`config.mk`:
```
export PLATFORM = sky130hd
export DESIGN_NAME = regfile_scoreboard
export DESIGN_NICKNAME = d
export VERILOG_FILES = /design/src/rtl/regfile_scoreboard.sv
export SDC_FILE = /design/constraint.sdc
export NUM_CORES = 2
export LEC_CHECK = 0
export BUFFER_PORTS_ARGS = -buffer_cell sky130_fd_sc_hd__buf_2
export CORE_MARGIN = 1
export CORE_UTILIZATION = 45
export CTS_BUF_LIST = sky130_fd_sc_hd__clkbuf_4
export CTS_CLUSTER_SIZE = 20
export DETAILED_ROUTE_END_ITERATION = 10
export SLEW_MARGIN = 5
export SYNTH_ARGS = -nofsm -noshare
export SYNTH_HDL_FRONTEND = slang
export SYNTH_SLANG_ARGS = --single-unit
export TNS_END_PERCENT = 30
```
`constraint.sdc`:
```
create_clock -name clock -period 50.2 [get_ports clock]
set_clock_uncertainty 0.05 [all_clocks]
set_input_delay 10.04 -clock clock [delete_from_list [all_inputs] [get_ports clock]]
set_output_delay 10.04 -clock clock [all_outputs]
set_load 0.01 [all_outputs]
```
`src/rtl/regfile_scoreboard.sv`:
```
`default_nettype none
// ============================================================================
// Module   : regfile_scoreboard
// Purpose  : 2-read/1-write register file with a per-register busy scoreboard
//            and optional write-through bypass for RAW hazard detection.
// Revision : 1.0 - initial release
// ============================================================================
module regfile_scoreboard #(
    parameter int XLEN     = 32,
    parameter int NREGS    = 32,
    parameter int AW       = $clog2(NREGS),
    parameter int ZERO_REG = 1,
    parameter int BYPASS   = 1,
    localparam int CW      = $clog2(NREGS + 1)
) (
    input  logic            clock,
    input  logic            reset,
    input  logic [AW-1:0]   reg_1_sel,
    input  logic [AW-1:0]   reg_2_sel,
    output logic [XLEN-1:0] reg_1,
    output logic [XLEN-1:0] reg_2,
    output logic            reg_1_busy,
    output logic            reg_2_busy,
    input  logic            write,
    input  logic [AW-1:0]   write_reg,
    input  logic [XLEN-1:0] write_data,
    input  logic            issue,
    input  logic [AW-1:0]   issue_reg,
    output logic            issue_waw,
    output logic [CW-1:0]   pending_count,
    output logic            all_idle
);

    localparam int c_DEPTH = 1 << AW;

    // Select codes that name a real, writable register; everything else reads as 0.
    function automatic logic [c_DEPTH-1:0] legal_mask();
        logic [c_DEPTH-1:0] m;
        for (int i = 0; i < c_DEPTH; i++) begin
            m[i] = (i < NREGS) && !((ZERO_REG != 0) && (i == 0));
        end
        return m;
    endfunction

    localparam logic [c_DEPTH-1:0] c_LEGAL = legal_mask();

    logic [XLEN-1:0]    r_regs [c_DEPTH];
    logic [c_DEPTH-1:0] r_busy;
    logic [CW-1:0]      r_count;

    logic               w_wr_ok;
    logic               w_is_ok;
    logic               w_inc;
    logic               w_dec;
    logic [c_DEPTH-1:0] w_busy_nxt;
    logic [AW-1:0]      w_sel   [2];
    logic [XLEN-1:0]    w_rdata [2];
    logic [1:0]         w_rbusy;

    assign w_wr_ok = write && c_LEGAL[write_reg];
    assign w_is_ok = issue && c_LEGAL[issue_reg];

    // A same-register issue+write leaves the bit set, so the write's decrement is cancelled.
    assign w_inc = w_is_ok && !r_busy[issue_reg];
    assign w_dec = w_wr_ok && r_busy[write_reg] && !(w_is_ok && (issue_reg == write_reg));

    always_comb begin
        w_busy_nxt = r_busy;
        if (w_wr_ok) begin
            w_busy_nxt[write_reg] = 1'b0;
        end
        if (w_is_ok) begin
            w_busy_nxt[issue_reg] = 1'b1;
        end
    end

    always_ff @(posedge clock or posedge reset) begin
        if (reset) begin
            for (int i = 0; i < c_DEPTH; i++) begin
                r_regs[i] <= '0;
            end
            r_busy  <= '0;
            r_count <= '0;
        end else begin
            if (w_wr_ok) begin
                r_regs[write_reg] <= write_data;
            end
            r_busy <= w_busy_nxt;
            case ({w_inc, w_dec})
                2'b10:   r_count <= r_count + CW'(1);
                2'b01:   r_count <= r_count - CW'(1);
                default: r_count <= r_count;
            endcase
        end
    end

    assign w_sel[0] = reg_1_sel;
    assign w_sel[1] = reg_2_sel;

    for (genvar p = 0; p < 2; p++) begin : g_rdport
        logic w_hit;
        assign w_hit      = (BYPASS != 0) && w_wr_ok && (write_reg == w_sel[p]);
        assign w_rdata[p] = !c_LEGAL[w_sel[p]] ? '0 :
                            w_hit              ? write_data :
                                                 r_regs[w_sel[p]];
        assign w_rbusy[p] = c_LEGAL[w_sel[p]] && r_busy[w_sel[p]] && !w_hit;
    end

    assign reg_1         = w_rdata[0];
    assign reg_2         = w_rdata[1];
    assign reg_1_busy    = w_rbusy[0];
    assign reg_2_busy    = w_rbusy[1];
    assign issue_waw     = w_is_ok && r_busy[issue_reg];
    assign pending_count = r_count;
    assign all_idle      = (r_count == '0);

endmodule
`default_nettype wire

```
; ---- Word-level counts from Yosys, hierarchy flattened
; Memories as Yosys holds them, arrays and structs flattened.
; Cells that the tools add are included.
; Widths: inputs -> output; s select.
[totals]
register_bits = 1062
rom_bits = 128
inputBits = 56
out_inout_bits = 74
elab_cells = 115
n_memories = 4
[op_classes]
addsub = 2
magnitude_cmp = 10
eq_ne = 5
mux = 32
bitwise_logic = 6
reduce_logical = 22
[memory_table]
columns = name, depth, width, read_ports, rd_ports_with_merged_regs, write_ports, line_no
row1 = (no name shown), 32, 1, 1, 0, 0, 106  ; assign w_rbusy[p] = c_LEGAL[w_sel[p]] && r_busy[w_sel[p]] && !w_hit;
row2 = (no name shown), 32, 1, 1, 0, 0, 106
row3 = (no name shown), 32, 1, 1, 0, 0, 61  ; assign w_is_ok = issue && c_LEGAL[issue_reg];
row4 = (no name shown), 32, 1, 1, 0, 0, 60  ; assign w_wr_ok = write && c_LEGAL[write_reg];
[ops]
columns = cell, n
row1 = $bwmux 1024, 1
row2 = $mux 32, 11
row3 = $bmux 32 s5, 2
row4 = $demux 32 s5, 1
row5 = $and 32x32->32, 1
row6 = $not 32->32, 1
row7 = $or 32x32->32, 1
row8 = $lt 5x6->1 const B, 4
row9 = $bmux 1 s5, 4
row10 = $ge 6x6->1 const B, 3
row11 = $not 5->6, 3
row12 = $logic_and 1x1->1, 16
row13 = $eq 5x5->1, 3
row14 = $pmux 6 s2, 1
row15 = $demux 1 s5, 2
row16 = $ge 5x1->1 const B, 2
row17 = $mux 1, 10
row18 = $add 6x1->6 const B, 1
row19 = $logic_not 6->1, 1
row20 = $lt 6x1->1 const B, 1
row21 = $sub 6x1->6 const B, 1
row22 = $logic_not 1->1, 4
row23 = $eq 2x1->1 const B, 1
row24 = $eq 2x2->1 const B, 1
row25 = $reduce_bool 2->1, 1

; ---- Longest topological paths before layout
[logic_depth]
ltp_word = 9
ltp_mapped = 14
depth_no_buf = 12

; ---- Worst setup path before layout
; Ideal clock, no wire load.
[synth_timing]
kind = input to output
from = input port reg_2_sel[1]
to = output port reg_2_busy
t_arrival_ps = 11757
t_required_ps = 40110
slack_ps = 28353
stages = 7
n_path_buf = 3
path_cell_list = buf_2 > buf_2 > clkbuf_1 > mux4_2 > mux4_2 > mux2i_1 > nor2_1
[synth_between]
elab_chain_len = 4
elab_cells_between_ends = 9
classes_between = 1 x eq/ne / 3 x mux / 4 x reduce/logical / 1 x memory
[synth_lines]
columns = item, line_no
row1 = "start, declared", 19  ; input logic [AW-1:0] reg_2_sel,
row2 = $mem_v2 32x1 (tied with other cells), --
row3 = $mux 1 (not written as such) or $logic_and 1x1->1 (tied branches), "106, 102"
row4 = $logic_and 1x1->1 or $logic_not 1->1 (tied branches), 106
row5 = $logic_and 1x1->1 *, 106
row6 = "end, declared", 23  ; output logic reg_2_busy,
; Every way passes the cells marked *; elsewhere a longest branch is shown, timed or not. The select of a mux whose other input is x is not followed.

; ---- Worst setup path in the final report
[layout_timing]
from = input port reg_2_sel[4]
to = output port reg_2[14]
[layout_between]
elab_chain_len = 6
elab_cells_between_ends = 10
classes_between = 1 x eq/ne / 6 x mux / 1 x bitwise / 1 x reduce/logical / 1 x memory
[layout_lines]
columns = item, line_no
row1 = $not 5->6 (not written as such), 105  ; r_regs[w_sel[p]];
row2 = $bmux 32 s5, 105
row3 = $mux 32 (not written as such) (2 in a row), 105
row4 = $mux 32, 104  ; w_hit ? write_data :
row5 = $mux 32 *, 103  ; assign w_rdata[p] = !c_LEGAL[w_sel[p]] ? '0 :
row6 = "end, declared", 21  ; output logic [XLEN-1:0] reg_2,
; Marked as above.

==> flow_metrics.env <==
export IMPL_outcome="complete, no violations"
export IMPL_max_cap_viol_count=0
export IMPL_design_final_nets=4266
export IMPL_wl_mm=194
export IMPL_synthDistinctLibCells=69
export IMPL_pre_cts_ws_ns=25.87
export IMPL_final_common_cell="sky130_fd_sc_hd__dfrtp_1"
export IMPL_grt_first_pass_wirelength_mm=286
export IMPL_area_delta_synth_final_pct=8.82
export IMPL_antenna_found_initial=6
export IMPL_syn_nets=4221
export IMPL_p_leak_uw=0.0277
export IMPL_synth_enable_flop_cells=0
export IMPL_die_area_mm2=0.132
export IMPL_mostFrequentLayoutCells="sky130_fd_sc_hd__dfrtp_1 (1,062), sky130_fd_sc_hd__mux2_2 (1,033), sky130_fd_sc_hd__clkbuf_4 (449)"
export IMPL_final_setup_viol_count=0
export IMPL_ctsLongestPathBuffers=4
export IMPL_hold_path_endpoint="r_regs[1012]"
export IMPL_post_dp_cell_area_mm2=0.0600
export IMPL_worst_slew_pin_transition_ns=1.19
export IMPL_regToRegEndpoint="pending_count[5]"
export IMPL_crit_type="in2out"
export IMPL_synthesis_area_mm2=0.0585
export IMPL_hold_viol=0
export IMPL_worstHoldPathType="reg2reg"
export IMPL_critical_path_top_delay_family="buffers and inverters"
export IMPL_tritoncts="built"
export IMPL_rsz_0062_raised_after_global_routing="no"
export IMPL_aggregate_global_routing_overflow=0
export IMPL_crit_required_ns=40.11
export IMPL_crit_path_max_incr_delay_ns=0.66
export IMPL_critical_path_cell_list="buf_4, buf_4, xnor2_1, nand3_1, nor4_4, buf_4, a21o_2, buf_4, o21ai_1, buf_2"
export IMPL_routabilityCongestion=0.833
export IMPL_grt_max_degree=175
export IMPL_first_global_vias=40900
export IMPL_clock_insertion_delay_worst_skew_ns=1.27
export IMPL_post_synth_main_area_contributors="sky130_fd_sc_hd__dfrtp_1 (45%), sky130_fd_sc_hd__mux2_2 (20%), sky130_fd_sc_hd__mux4_2 (17%)"
export IMPL_report_final_slew_viol_count=0
export IMPL_ys_seq_elements=1062
export IMPL_post_cts_resize_count=0
export IMPL_avgViaCountPerCell=6.55
export IMPL_cts_made_buffers=314
export IMPL_clkSinkCount=1062
export IMPL_post_synth_inst_count=4159
export IMPL_start_util_pct=45.6
export IMPL_synth_top_cell_area_share_pct=45.4
export IMPL_h_tree_depth=5
export IMPL_timing_hold_worst_path_depth=0
export IMPL_final_setup_worst_slack_ns=25.90
export IMPL_detailroute_via_count=40100
export IMPL_drt_first_iter_violations=3885
export IMPL_slew_headroom_pct=20.4
export IMPL_drcViolationCount=0
export IMPL_placed_cells_incl_taps=5617
export IMPL_areal_power_density_over_the_cells_mw_per_mm2=38.9
export IMPL_period_utilization_pct=48.4
export IMPL_route_antenna_remaining_nets=0
export IMPL_synth_seq_area_share_pct=45.4
export IMPL_layout_drive_gt1_share_pct=50.5
export IMPL_clk_transition_reported_paths_ns=0.06
export IMPL_boundaryPins=130
export IMPL_synth_async_sr_flop_share_pct=100
export IMPL_critical_path_reg2reg_startpoint="r_busy[7]"
export IMPL_critPathCaptureType="primary output"
export IMPL_syn_area_per_cell_um2=14.1
export IMPL_firstDrtPassIters=7
export IMPL_post_layout_total_power_uw=2480
export IMPL_finish_cell_count_without_fillers=6128
export IMPL_synthFlopType="sky130_fd_sc_hd__dfrtp_1"
export IMPL_min_from="r_regs[1012]"
export IMPL_grt_util_all_layers_pct=29.9
export IMPL_layout_cell_area_non_filler_mm2=0.0637
export IMPL_cp_data_arrival_time_ns=14.21
export IMPL_rows=131
export IMPL_crit_buf_inv=5
export IMPL_wire_per_inst_um=31.7
export IMPL_design_core_area_mm2=0.128
export IMPL_crit_top_cell="sky130_fd_sc_hd__buf_4"
export IMPL_max_clock_freq_ghz=0.0411
export IMPL_reg2regPathDepth=12
export IMPL_time_the_worst_path_needs_with_i_o_delays_and_setup_ns=24.30
export IMPL_post_cts_repair_setup_buffers=0
export IMPL_warnings_from_yosys=0
export IMPL_clock_tree_root_buffer_cell="sky130_fd_sc_hd__clkbuf_4"
export IMPL_post_dp_hpwl_mm=101
export IMPL_setup_worst_path_start_class="primary input"
export IMPL_cts_hold_buffers_added=0
export IMPL_worst_path_max_fanout=47
export IMPL_synth_top_area_cell="sky130_fd_sc_hd__dfrtp_1"
export IMPL_irDropWorstVdd_v=0.0000252
export IMPL_r2r_setup_slack_ns=46.85
export IMPL_fin_tns_setup_ns=0
export IMPL_floorplan_die_height_um=363
export IMPL_die_w_um=363
export IMPL_numPortBuffers=129
export IMPL_timing_critical_path_slowest_stage_cell="sky130_fd_sc_hd__buf_4"
worst max-delay path by stage:
stage | cells past startpoint | slack, ns | from | to
floorplan | 1 | 10.22 | reset | pending_count[0]
global placement | 8 | 25.85 | reg_2_sel[0] | reg_2[13]
detailed placement | 8 | 25.87 | reg_2_sel[0] | reg_2[13]
CTS | 8 | 25.87 | reg_2_sel[0] | reg_2[13]
global route | 8 | 25.76 | reg_2_sel[0] | reg_2[13]
finish | 10 | 25.90 | reg_2_sel[4] | reg_2[14]
report_power, final:
part / switching [uW] / internal (uW)
logic: 229 / 308
clock network: 381 / 415
registers: 123 / 1020
total: 733 / 1740
area by class of cell:
type	instances	area (um2)
Multi-Input combinational cell	2606	29900
Clock inverter	54	258
Clock buffer	449	3370
Antenna cell	8	20.0
Timing Repair Buffer	208	1360
Tap cell	1729	2160
Fill cell	11300	64600
Inverter	12	52.6
Sequential cell	1062	26600
per-stage QoR:
step	utilization, %	hold WS, ns
2_1_floorplan	-	0.391
3_3_place_gp	46.8	0.326
3_5_place_dp	46.8	0.332
4_1_cts	49.6	0.347
5_1_grt	49.6	0.358
6_report	49.6	0.342
per-layer routing:
layer	vias up	share of wire, %	track usage [%]	routed length, um
met5	-	0.0046	0	9
met4	2	4.2	12.6	8090
met3	447	7.4	6.38	14400
met2	1858	47	47.0	91100
met1	21400	42	40.3	80900
li1	16400	-	-	-
logic make-up after synthesis:
group	Yosys count	synth area share (%)
buf+inv	491	4.06
flops	1062	45.4
fa+ha+maj	6	0.141
simple gates	382	3.25
mux	1661	40.0
xor+xnor	20	0.299
compound gates	537	6.87
registers in the layout, summed over array words and instances, names as in the netlist:
register,count
r_regs,1024
pending_count,6
r_busy,32
cell usage after synthesis (5+ instances only):
| cell | instances |
|---|---|
| sky130_fd_sc_hd__a211o_1 | 19 |
| sky130_fd_sc_hd__a21o_1 | 6 |
| sky130_fd_sc_hd__a21oi_1 | 37 |
| sky130_fd_sc_hd__a221o_1 | 22 |
| sky130_fd_sc_hd__a221oi_1 | 60 |
| sky130_fd_sc_hd__a22o_1 | 13 |
| sky130_fd_sc_hd__a22oi_1 | 147 |
| sky130_fd_sc_hd__a2bb2oi_1 | 6 |
| sky130_fd_sc_hd__a311oi_1 | 24 |
| sky130_fd_sc_hd__a31o_2 | 16 |
| sky130_fd_sc_hd__buf_1 | 23 |
| sky130_fd_sc_hd__buf_12 | 9 |
| sky130_fd_sc_hd__buf_2 | 142 |
| sky130_fd_sc_hd__buf_4 | 14 |
| sky130_fd_sc_hd__buf_6 | 13 |
| sky130_fd_sc_hd__buf_8 | 5 |
| sky130_fd_sc_hd__clkbuf_1 | 272 |
| sky130_fd_sc_hd__dfrtp_1 | 1062 |
| sky130_fd_sc_hd__ha_1 | 5 |
| sky130_fd_sc_hd__inv_1 | 10 |
| sky130_fd_sc_hd__mux2_2 | 1033 |
| sky130_fd_sc_hd__mux2i_1 | 191 |
| sky130_fd_sc_hd__mux4_2 | 434 |
| sky130_fd_sc_hd__nand2_1 | 82 |
| sky130_fd_sc_hd__nand2b_1 | 34 |
| sky130_fd_sc_hd__nand3_1 | 15 |
| sky130_fd_sc_hd__nand3b_1 | 7 |
| sky130_fd_sc_hd__nand4_1 | 32 |
| sky130_fd_sc_hd__nor2_1 | 121 |
| sky130_fd_sc_hd__nor2b_1 | 6 |
| sky130_fd_sc_hd__nor3_1 | 37 |
| sky130_fd_sc_hd__nor3b_1 | 10 |
| sky130_fd_sc_hd__o211ai_1 | 27 |
| sky130_fd_sc_hd__o21ai_0 | 63 |
| sky130_fd_sc_hd__o21ai_1 | 25 |
| sky130_fd_sc_hd__o221ai_1 | 29 |
| sky130_fd_sc_hd__o22ai_1 | 6 |
| sky130_fd_sc_hd__o2bb2ai_1 | 19 |
| sky130_fd_sc_hd__or2_2 | 10 |
| sky130_fd_sc_hd__xnor2_1 | 11 |
| sky130_fd_sc_hd__xor2_1 | 9 |
No activity file was read; power rests on OpenSTA's default activity.
